**src/rtl/tracker_pkg.sv**
```systemverilog
// Shared tracker types: the 16-bit note row, instrument/effect codes and the
// sequencer FSM state encoding.
package tracker_pkg;

    typedef struct packed {
        logic [2:0] tone;
        logic [2:0] octave;
        logic [1:0] instrument;
        logic [4:0] volume;
        logic [2:0] effect;
    } note_tp;

    localparam logic [1:0] INSTR_SQUARE = 2'd0;
    localparam logic [1:0] INSTR_SAW    = 2'd1;
    localparam logic [1:0] INSTR_TRI    = 2'd2;
    localparam logic [1:0] INSTR_NOISE  = 2'd3;

    localparam logic [2:0] EFF_NONE     = 3'd0;
    localparam logic [2:0] EFF_ARP      = 3'd1;
    localparam logic [2:0] EFF_SLIDE_UP = 3'd2;
    localparam logic [2:0] EFF_SLIDE_DN = 3'd3;
    localparam logic [2:0] EFF_VIBRATO  = 3'd4;
    localparam logic [2:0] EFF_TREMOLO  = 3'd5;
    localparam logic [2:0] EFF_CUT      = 3'd6;
    localparam logic [2:0] EFF_RETRIG   = 3'd7;

    typedef enum logic [1:0] {
        IDLE  = 2'd0,
        FETCH = 2'd1,
        HOLD  = 2'd2
    } seq_state_t;

endpackage

```
**src/rtl/tracker_sequencer_pattern_ram.sv**
```systemverilog
// Pattern storage: DEPTH x note_tp, one write port and one synchronous read port.
// Read-during-write to the same address returns the previously stored row.
module pattern_ram
    import tracker_pkg::*;
#(
    parameter int DEPTH   = 64,
    parameter int ADDRLEN = $clog2(DEPTH)
) (
    input  logic               i_clk,
    input  logic               i_wr_en,
    input  logic [ADDRLEN-1:0] i_wr_addr,
    input  note_tp             i_wr_data,
    input  logic               i_rd_en,
    input  logic [ADDRLEN-1:0] i_rd_addr,
    output note_tp             o_rd_data
);

    note_tp r_mem [DEPTH];
    note_tp r_rd_data;

    always_ff @(posedge i_clk) begin
        if (i_wr_en) begin
            r_mem[i_wr_addr] <= i_wr_data;
        end
        if (i_rd_en) begin
            r_rd_data <= r_mem[i_rd_addr];
        end
    end

    assign o_rd_data = r_rd_data;

endmodule

```
**src/rtl/tracker_sequencer.sv**
```systemverilog
// Pattern player: steps through stored note rows, one row per tempo period,
// with optional looping and end-of-pattern signalling.
module tracker_sequencer
    import tracker_pkg::*;
#(
    parameter int DEPTH   = 64,
    parameter int ADDRLEN = $clog2(DEPTH),
    parameter int LENLEN  = $clog2(DEPTH) + 1,
    parameter int TKLEN   = 16
) (
    input  logic               clk,
    input  logic               rst,
    input  logic               wr_en,
    input  logic [ADDRLEN-1:0] wr_addr,
    input  note_tp             wr_data,
    input  logic               start,
    input  logic               stop,
    input  logic               loop_en,
    input  logic [LENLEN-1:0]  length,
    input  logic [TKLEN-1:0]   ticks_per_row,
    output note_tp             note,
    output logic               note_valid,
    output logic [ADDRLEN-1:0] row,
    output logic               playing,
    output logic               done
);

    seq_state_t         r_state;
    logic [TKLEN-1:0]   r_tick;
    logic [TKLEN-1:0]   r_period;
    logic [LENLEN-1:0]  r_len;
    logic               r_loop;
    logic [ADDRLEN-1:0] r_next_row;
    logic [ADDRLEN-1:0] r_row;
    note_tp             r_note;
    logic               r_note_valid;
    logic               r_playing;
    logic               r_done;

    logic [LENLEN-1:0]  w_len_clamped;
    logic [TKLEN-1:0]   w_period;
    logic               w_start_ok;
    logic               w_tick_end;
    logic               w_last_row;
    logic [ADDRLEN-1:0] w_next_after;
    logic               w_rd_en;
    note_tp             w_rd_data;

    assign w_len_clamped = (length > LENLEN'(DEPTH)) ? LENLEN'(DEPTH) : length;
    assign w_period      = (ticks_per_row < TKLEN'(2)) ? TKLEN'(2) : ticks_per_row;
    assign w_start_ok    = start && !stop && (length != '0);
    assign w_tick_end    = (r_tick == r_period - TKLEN'(1));
    assign w_last_row    = (LENLEN'(r_row) == r_len - LENLEN'(1));
    assign w_next_after  = (LENLEN'(r_next_row) == r_len - LENLEN'(1)) ?
                           '0 : r_next_row + ADDRLEN'(1);

    // The RAM is read one cycle before each load edge so rd_data is ready
    // exactly when the row is registered onto note.
    assign w_rd_en = ((r_state == FETCH) && (r_tick == '0)) ||
                     ((r_state == HOLD) && (r_tick == r_period - TKLEN'(2)));

    pattern_ram #(
        .DEPTH   (DEPTH),
        .ADDRLEN (ADDRLEN)
    ) u_pattern_ram (
        .i_clk     (clk),
        .i_wr_en   (wr_en),
        .i_wr_addr (wr_addr),
        .i_wr_data (wr_data),
        .i_rd_en   (w_rd_en),
        .i_rd_addr (r_next_row),
        .o_rd_data (w_rd_data)
    );

    always_ff @(posedge clk or posedge rst) begin
        if (rst) begin
            r_state      <= IDLE;
            r_tick       <= '0;
            r_period     <= '0;
            r_len        <= '0;
            r_loop       <= 1'b0;
            r_next_row   <= '0;
            r_row        <= '0;
            r_note       <= '0;
            r_note_valid <= 1'b0;
            r_playing    <= 1'b0;
            r_done       <= 1'b0;
        end else begin
            r_note_valid <= 1'b0;
            r_done       <= 1'b0;
            if (stop) begin
                r_state   <= IDLE;
                r_tick    <= '0;
                r_row     <= '0;
                r_note    <= '0;
                r_playing <= 1'b0;
            end else begin
                case (r_state)
                    IDLE: begin
                        if (w_start_ok) begin
                            r_state    <= FETCH;
                            r_playing  <= 1'b1;
                            r_len      <= w_len_clamped;
                            r_period   <= w_period;
                            r_loop     <= loop_en;
                            r_next_row <= '0;
                            r_tick     <= '0;
                        end
                    end
                    FETCH: begin
                        if (r_tick == TKLEN'(1)) begin
                            r_state      <= HOLD;
                            r_note       <= w_rd_data;
                            r_note_valid <= 1'b1;
                            r_row        <= r_next_row;
                            r_next_row   <= w_next_after;
                            r_tick       <= '0;
                        end else begin
                            r_tick <= r_tick + TKLEN'(1);
                        end
                    end
                    HOLD: begin
                        if (!w_tick_end) begin
                            r_tick <= r_tick + TKLEN'(1);
                        end else if (w_last_row && !r_loop) begin
                            r_state   <= IDLE;
                            r_playing <= 1'b0;
                            r_done    <= 1'b1;
                            r_note    <= '0;
                            r_row     <= '0;
                            r_tick    <= '0;
                        end else begin
                            // r_next_row already wrapped to 0 after the last row.
                            r_note       <= w_rd_data;
                            r_note_valid <= 1'b1;
                            r_row        <= r_next_row;
                            r_next_row   <= w_next_after;
                            r_tick       <= '0;
                        end
                    end
                    default: r_state <= IDLE;
                endcase
            end
        end
    end

    assign note       = r_note;
    assign note_valid = r_note_valid;
    assign row        = r_row;
    assign playing    = r_playing;
    assign done       = r_done;

endmodule

```
**config.mk**
```make
export PLATFORM = sky130hd
export DESIGN_NAME = tracker_sequencer
export DESIGN_NICKNAME = d
export VERILOG_FILES = /design/src/rtl/tracker_pkg.sv /design/src/rtl/tracker_sequencer_pattern_ram.sv /design/src/rtl/tracker_sequencer.sv
export SDC_FILE = /design/constraint.sdc
export NUM_CORES = 1
export LEC_CHECK = 0
export ABC_AREA = 1
export CORE_ASPECT_RATIO = 0.7
export CORE_UTILIZATION = 55
export CTS_BUF_LIST = sky130_fd_sc_hd__clkbuf_16
export CTS_CLUSTER_DIAMETER = 60
export DETAILED_ROUTE_END_ITERATION = 10
export PLACE_DENSITY_LB_ADDON = 0.08
export SLEW_MARGIN = 20
export SYNTH_ARGS = -nofsm -noshare
export SYNTH_HDL_FRONTEND = slang
export SYNTH_SLANG_ARGS = --single-unit
export TNS_END_PERCENT = 30
```
**constraint.sdc**
```tcl
create_clock -name clk -period 5.4 [get_ports clk]
set_input_delay 1.08 -clock clk [delete_from_list [all_inputs] [get_ports clk]]
set_output_delay 1.08 -clock clk [all_outputs]
set_load 0.005 [all_outputs]
```
==> results of run 1 <==
per-stage QoR:
step           hold WS (ps)  worst slack (ps)  utilization [%]  area (µm²)  std cells
5_1_grt                 515              1400             62.1       51300       4986
4_1_cts                 489              1690             62.1       51300       4986
3_3_place_gp            468              1730             58.0       47900       4797
3_5_place_dp            474              1640             58.0       47900       4797
2_1_floorplan           443              2470                -       46000       3783
6_report                486              1490             62.1       51300       4989
worst max-delay path, stage by stage, from the launching register on:
cell and delay (ps):
dfrtp_4 810, inv_8 330, buf_12 420, o21ai_0 200, o22ai_1 100, o21ai_0 550, o211ai_1 310, o211ai_1 440
nand2_1 250
cell type report:
class / instances / area, µm² / area share (%)
diodes: 3 / 7.51 / 0.0146
repair buffers: 187 / 1640 / 3.19
flip-flops and latches: 1113 / 33100 / 64.5
inverters: 98 / 385 / 0.751
well taps: 1080 / 1350 / 2.63
clock buffers: 105 / 2630 / 5.12
multi-input cells: 2319 / 11500 / 22.4
clock inverters: 84 / 734 / 1.43
routing by layer:
layer  track usage, %  routed length, µm  vias to the layer above
met2             43.9              55700                     1662
met4             9.90               4020                        6
met5            0.737                 92                        -
met3             7.96              14200                      242
li1                 -                  -                    13949
met1             45.6              56000                    15478
sequential cells by signal (all words and copies together), names as in the netlist:
signal / cells
done: 1
note: 16
r_next_row: 6
r_len: 7
u_pattern_ram.o_rd_data: 16
r_state: 2
r_loop: 1
r_tick: 16
row: 6
u_pattern_ram.r_mem: 1024
playing: 1
r_period: 16
note_valid: 1
synth_stat cells, types with 22 or more instances:
master,number,area (µm²)
o21ai_2,22,193
nor2_1,723,2710
inv_1,84,315
buf_2,52,260
o211ai_1,44,330
xor2_1,32,280
o21ai_0,643,3220
o221ai_1,31,272
nand3_1,109,546
nand2_1,276,1040
dfrtp_1,73,1830
o22ai_1,269,1680
clkbuf_1,186,698
nand4_1,34,213
edfxtp_1,1040,31200
worst paths after layout:
path / from / to / slack (ps) / cells after the start
worst max-delay path: r_next_row[0] / u_pattern_ram.o_rd_data[0] / 1490 / 8
worst min-delay path: note[15] / note[15] / 490 / 2
worst max register to register: r_next_row[0] / u_pattern_ram.o_rd_data[0] / 1490 / 8
worst min register to register: note[15] / note[15] / 490 / 2
max in group asynchronous: rst / note[11] / 3430 / 3
min in group asynchronous: rst / note_valid / 970 / 2
power groups by stage:
stage | Sequential, mW | Clock (mW) | Combinational, mW
6_report | 10.1 | 7.28 | 5.59
3_3_place_gp | 10.3 | 0 | 5.40
2_1_floorplan | 10.0 | 0 | 3.68
3_5_place_dp | 10.3 | 0 | 5.49
4_1_cts | 10.1 | 7.35 | 5.52
5_1_grt | 10.1 | 7.68 | 6.10
logic make-up after synthesis:
logic type                 Yosys count
buffers and inverters              351
DFF                               1113
and+or+nand+nor                   1215
xor gates and xnor gates            42
adders and majority gates           12
AOI/OAI and AO/OA                 1050
==> results.cfg, run 1 <==
[place]
hpwl_um = 75200
gp_congestion = 0.903
portBuffers = 75

[timing]
min_period_over_period_pct = 72.4
hold_violations = 0
finalCriticalPeriod_ps = 3910
rsz0062_at_grt = false
worst_pin_slew_ps = 1060
slew_violations = 0
setup_viol = 0
tns_ps = 0
fmax_mhz = 256
clock_skew_ps = 53.9
relSlewSlack_pct = 28.8

[power]
ir_drop_v = 0.000346
leakage_nw = 17.4
p_sw_mw = 7.52
p_clk_share_pct = 31.7
finalPower_mw = 23.0
seq_power_share_pct = 44.0
sw_frac_of_total_pct = 32.8
power_frac_comb_pct = 24.3
powerDensity_mw_per_mm2 = 448
p_int_mw = 15.4

[synth]
synthFlopType = edfxtp_1
syn_area_mm2 = 0.0460
avgSynthCellArea_um2 = 12.2
synthSimpleGateAreaFrac_pct = 10.9
synth_warnings = 0
synthMuxAreaShare_pct = 0
synthCells = 3783
yosysUniqueCellTypes = 42
synth_top_family_by_area = compound AO/OA/AOI/OAI gates
synth_compound_area_share_pct = 12.9
synthArstFlopShare_pct = 6.56
ys_ff_latch = 1113
synth_fa_ha_area_share_pct = 0.327
yosysSeqAreaShare_pct = 71.9
synth_edf_count = 1040
synth_nets = 3846
synthXorXnorAreaFrac_pct = 0.830

[critical_path]
cp.required_ps = 5770
path_class = reg -> reg
crit_path_end_kind = flop
crit_path_max_fanout = 135
start_kind = flop
cp.arrival_ps = 4280

[hold_path]
hold_class = reg -> reg

[grt]
grt_usage_pct = 30.6
grt_pass1_vias = 29742
grt_remaining_overflow = 0
grt_pass1_wl_um = 192000
antenna_found_initial = 11
grt_max_degree = 175

[clock_network]
post_cts_buffers = 0
clk_latency_ps = 680
clk_pin_slew_ps = 70
cts_tree = built
cts_repair_resize_count = 0
clock_path_buffers = 3
cts.sinks = 1113
root_buffer = clkbuf_16
ctsHoldBuffers = 0
cts_buffers = 103
cts_max_level = 3

[finish]
layout-drive-gt1-share_pct = 9.17
layout_commonest_cell = edfxtp_1
areaGrowthSynthToFinish_pct = 11.6
nFillCells = 6408
nNetsFinal = 3885
final_cell_mix = edfxtp_1 (1,040), nor2_1 (722), o21ai_0 (643)

[routing]
firstDrtPassIters = 5
ant_nets = 0
drtIter0Drc = 4071
via_per_inst = 6.28
routed_wl_um = 130000
drc_errors = 0
dr_total_vias = 31337
wl_per_cell_um = 26.1

[floorplanning]
die_width_um = 348
row_count = 88
start_util_pct = 55.7
dieArea_mm2 = 0.0848
core_area_mm2 = 0.0826
ios = 76
die_h_um = 244

[job]
maxCapViolCount = 0

[outcome]
status = finished, final reports clean
(Power assumes the default switching activity.)
==> inputs of run 2 (changes only) <==
- clock period: 5.4 -> 3.6 ns (I/O delays scaled with it)
==> run 2 against run 1 <==
Net effect:
- final cell count grew 1.4%
- routed wire length is 4.9% higher
- sequential share of layout area down 0.68 points
- sequential power rose by 50%
- setup slack worse by 1400 ps
- via count is 2.1% higher
- non-clock buffer count increased by 72
- critical endpoint is now u_pattern_ram.o_rd_data[10]
==> results.cfg, run 2 (same netlist as run 1, synthesis figures left out) <==
[finish]
final_cells = 5061
largest_reg_flops = 1024
multi_input_area_mm2 = 0.0115
layout_commonest_cell = edfxtp_1
top_register = u_pattern_ram.r_mem
layout-drive-gt1-share_pct = 11.0
nFillCells = 6335
final_cell_mix = edfxtp_1 (1,040), nor2_1 (723), o21ai_0 (643)
nNetsFinal = 3957
regArea_mm2 = 0.0331
areaGrowthSynthToFinish_pct = 12.8

[critical_path]
r2r-end = u_pattern_ram.o_rd_data[10]
crit_path_end_kind = flop
path_class = reg -> reg
cp.arrival_ps = 4030
start_kind = flop
slowest_stage = o221ai_1
endpoint = u_pattern_ram.o_rd_data[10]
r2r_start = r_next_row[1]
crit_start = r_next_row[1]
rrSetupSlack_ps = 90
path_cells = inv_6, buf_12, buf_12, buf_4, buf_4, o21ai_0, o22ai_1, o21ai_0, o221ai_1, nand3_1, nand2_1
cp.required_ps = 4120
cp_slowest_stage_delay_ps = 800
crit_path_max_fanout = 51
r2r.worst_path.cells = 11

[floorplanning]
start_util_pct = 55.7
core_area_mm2 = 0.0826
ios = 76
dieArea_mm2 = 0.0848
row_count = 88
die_width_um = 348
die_h_um = 244

[clock_network]
cts_tree = built
cts_max_level = 3
cts_buffers = 103
clock_path_buffers = 3
ctsHoldBuffers = 0
root_buffer = clkbuf_16
post_cts_buffers = 0
cts_repair_resize_count = 0
clk_latency_ps = 680
clk_pin_slew_ps = 60
cts.sinks = 1113

[grt]
grt_max_degree = 157
antenna_found_initial = 9
grt_pass1_wl_um = 200000
grt_remaining_overflow = 0
grt_usage_pct = 32.2
grt_pass1_vias = 30183

[timing]
clock_skew_ps = 32.2
rsz0062_at_grt = false
worst_pin_slew_ps = 1130
slew_violations = 0
tns_ps = 0
hold_violations = 0
setup_viol = 0
finalCriticalPeriod_ps = 3510
relSlewSlack_pct = 25.0
fmax_mhz = 285
min_period_over_period_pct = 97.5

[hold_path]
hold_class = reg -> reg

[place]
dp_cells = 4869
portBuffers = 75
hpwl_um = 83100
gp_congestion = 0.904

[routing]
drc_errors = 0
firstDrtPassIters = 6
dr_total_vias = 31995
via_per_inst = 6.32
ant_nets = 0
drtIter0Drc = 4305
wl_per_cell_um = 27.0
routed_wl_um = 136000

[power]
leakage_nw = 17.7
powerDensity_mw_per_mm2 = 665
finalPower_mw = 34.5
ir_drop_v = 0.000430

[job]
maxCapViolCount = 0

[outcome]
status = finished, final reports clean
run 2: cell count changes in the layout (fill, tap and decap cells not counted), moves of 3 or more:
cell       before  now
clkinv_2       13   26
bufinv_16      12    7
inv_1          99   96
buf_4         102  165
buf_12         10   21
run 2: worst min-delay path by stage:
stage                      startpoint                           to  slack [ps]  cells after the start
after floorplan                r_loop                       r_loop         440                      2
after global placement        note[7]                      note[7]         470                      2
after detailed placement      note[8]                      note[8]         470                      2
after CTS                 wr_data[15]  u_pattern_ram.r_mem[35][15]         460                      1
after global routing      wr_data[15]  u_pattern_ram.r_mem[32][15]         480                      1
final                         note[8]                      note[8]         490                      2
run 2: layout make-up:
class                   instances  area share (%)
well taps                    1080            2.61
diodes                          1         0.00483
multi-input cells            2319            22.2
flip-flops and latches       1113            63.8
clock inverters                86            1.16
clock buffers                 105            5.07
repair buffers                259            4.47
inverters                      98           0.738
run 2: critical path, delay by kind of cell (launching register included):
| kind | cells | cell delay [ps] |
|---|---|---|
| compound gates | 4 | 1110 |
| buf+inv | 5 | 1220 |
| flops | 1 | 590 |
| simple gates | 2 | 350 |
run 2: power breakdown:
part / leakage (nW) / switching, mW / internal, mW
Sequential: 10.3 / 0.486 / 14.6
Clock: 1.65 / 4.76 / 5.79
Combinational: 5.74 / 6.25 / 2.59
Total: 17.7 / 11.5 / 23.0
run 2: per-layer routing:
layer  vias to the layer above  wire (µm)  global-route usage [%]
li1                      14094          -                       -
met1                     15840      57100                    47.1
met2                      1802      58000                    45.8
met3                       251      17000                    10.0
met4                         8       4310                    10.4
met5                         -         56                       0
run 2: per-stage QoR:
step / setup WS [ps] / hold WS, ps / area [µm²] / utilization (%)
6_report: 89.4 / 489 / 51800 / 62.8
5_1_grt: 22.6 / 476 / 51800 / 62.8
4_1_cts: 179 / 464 / 51800 / 62.8
3_5_place_dp: 201 / 473 / 48600 / 58.9
3_3_place_gp: 226 / 467 / 48600 / 58.9
2_1_floorplan: 1030 / 443 / 46000 / -
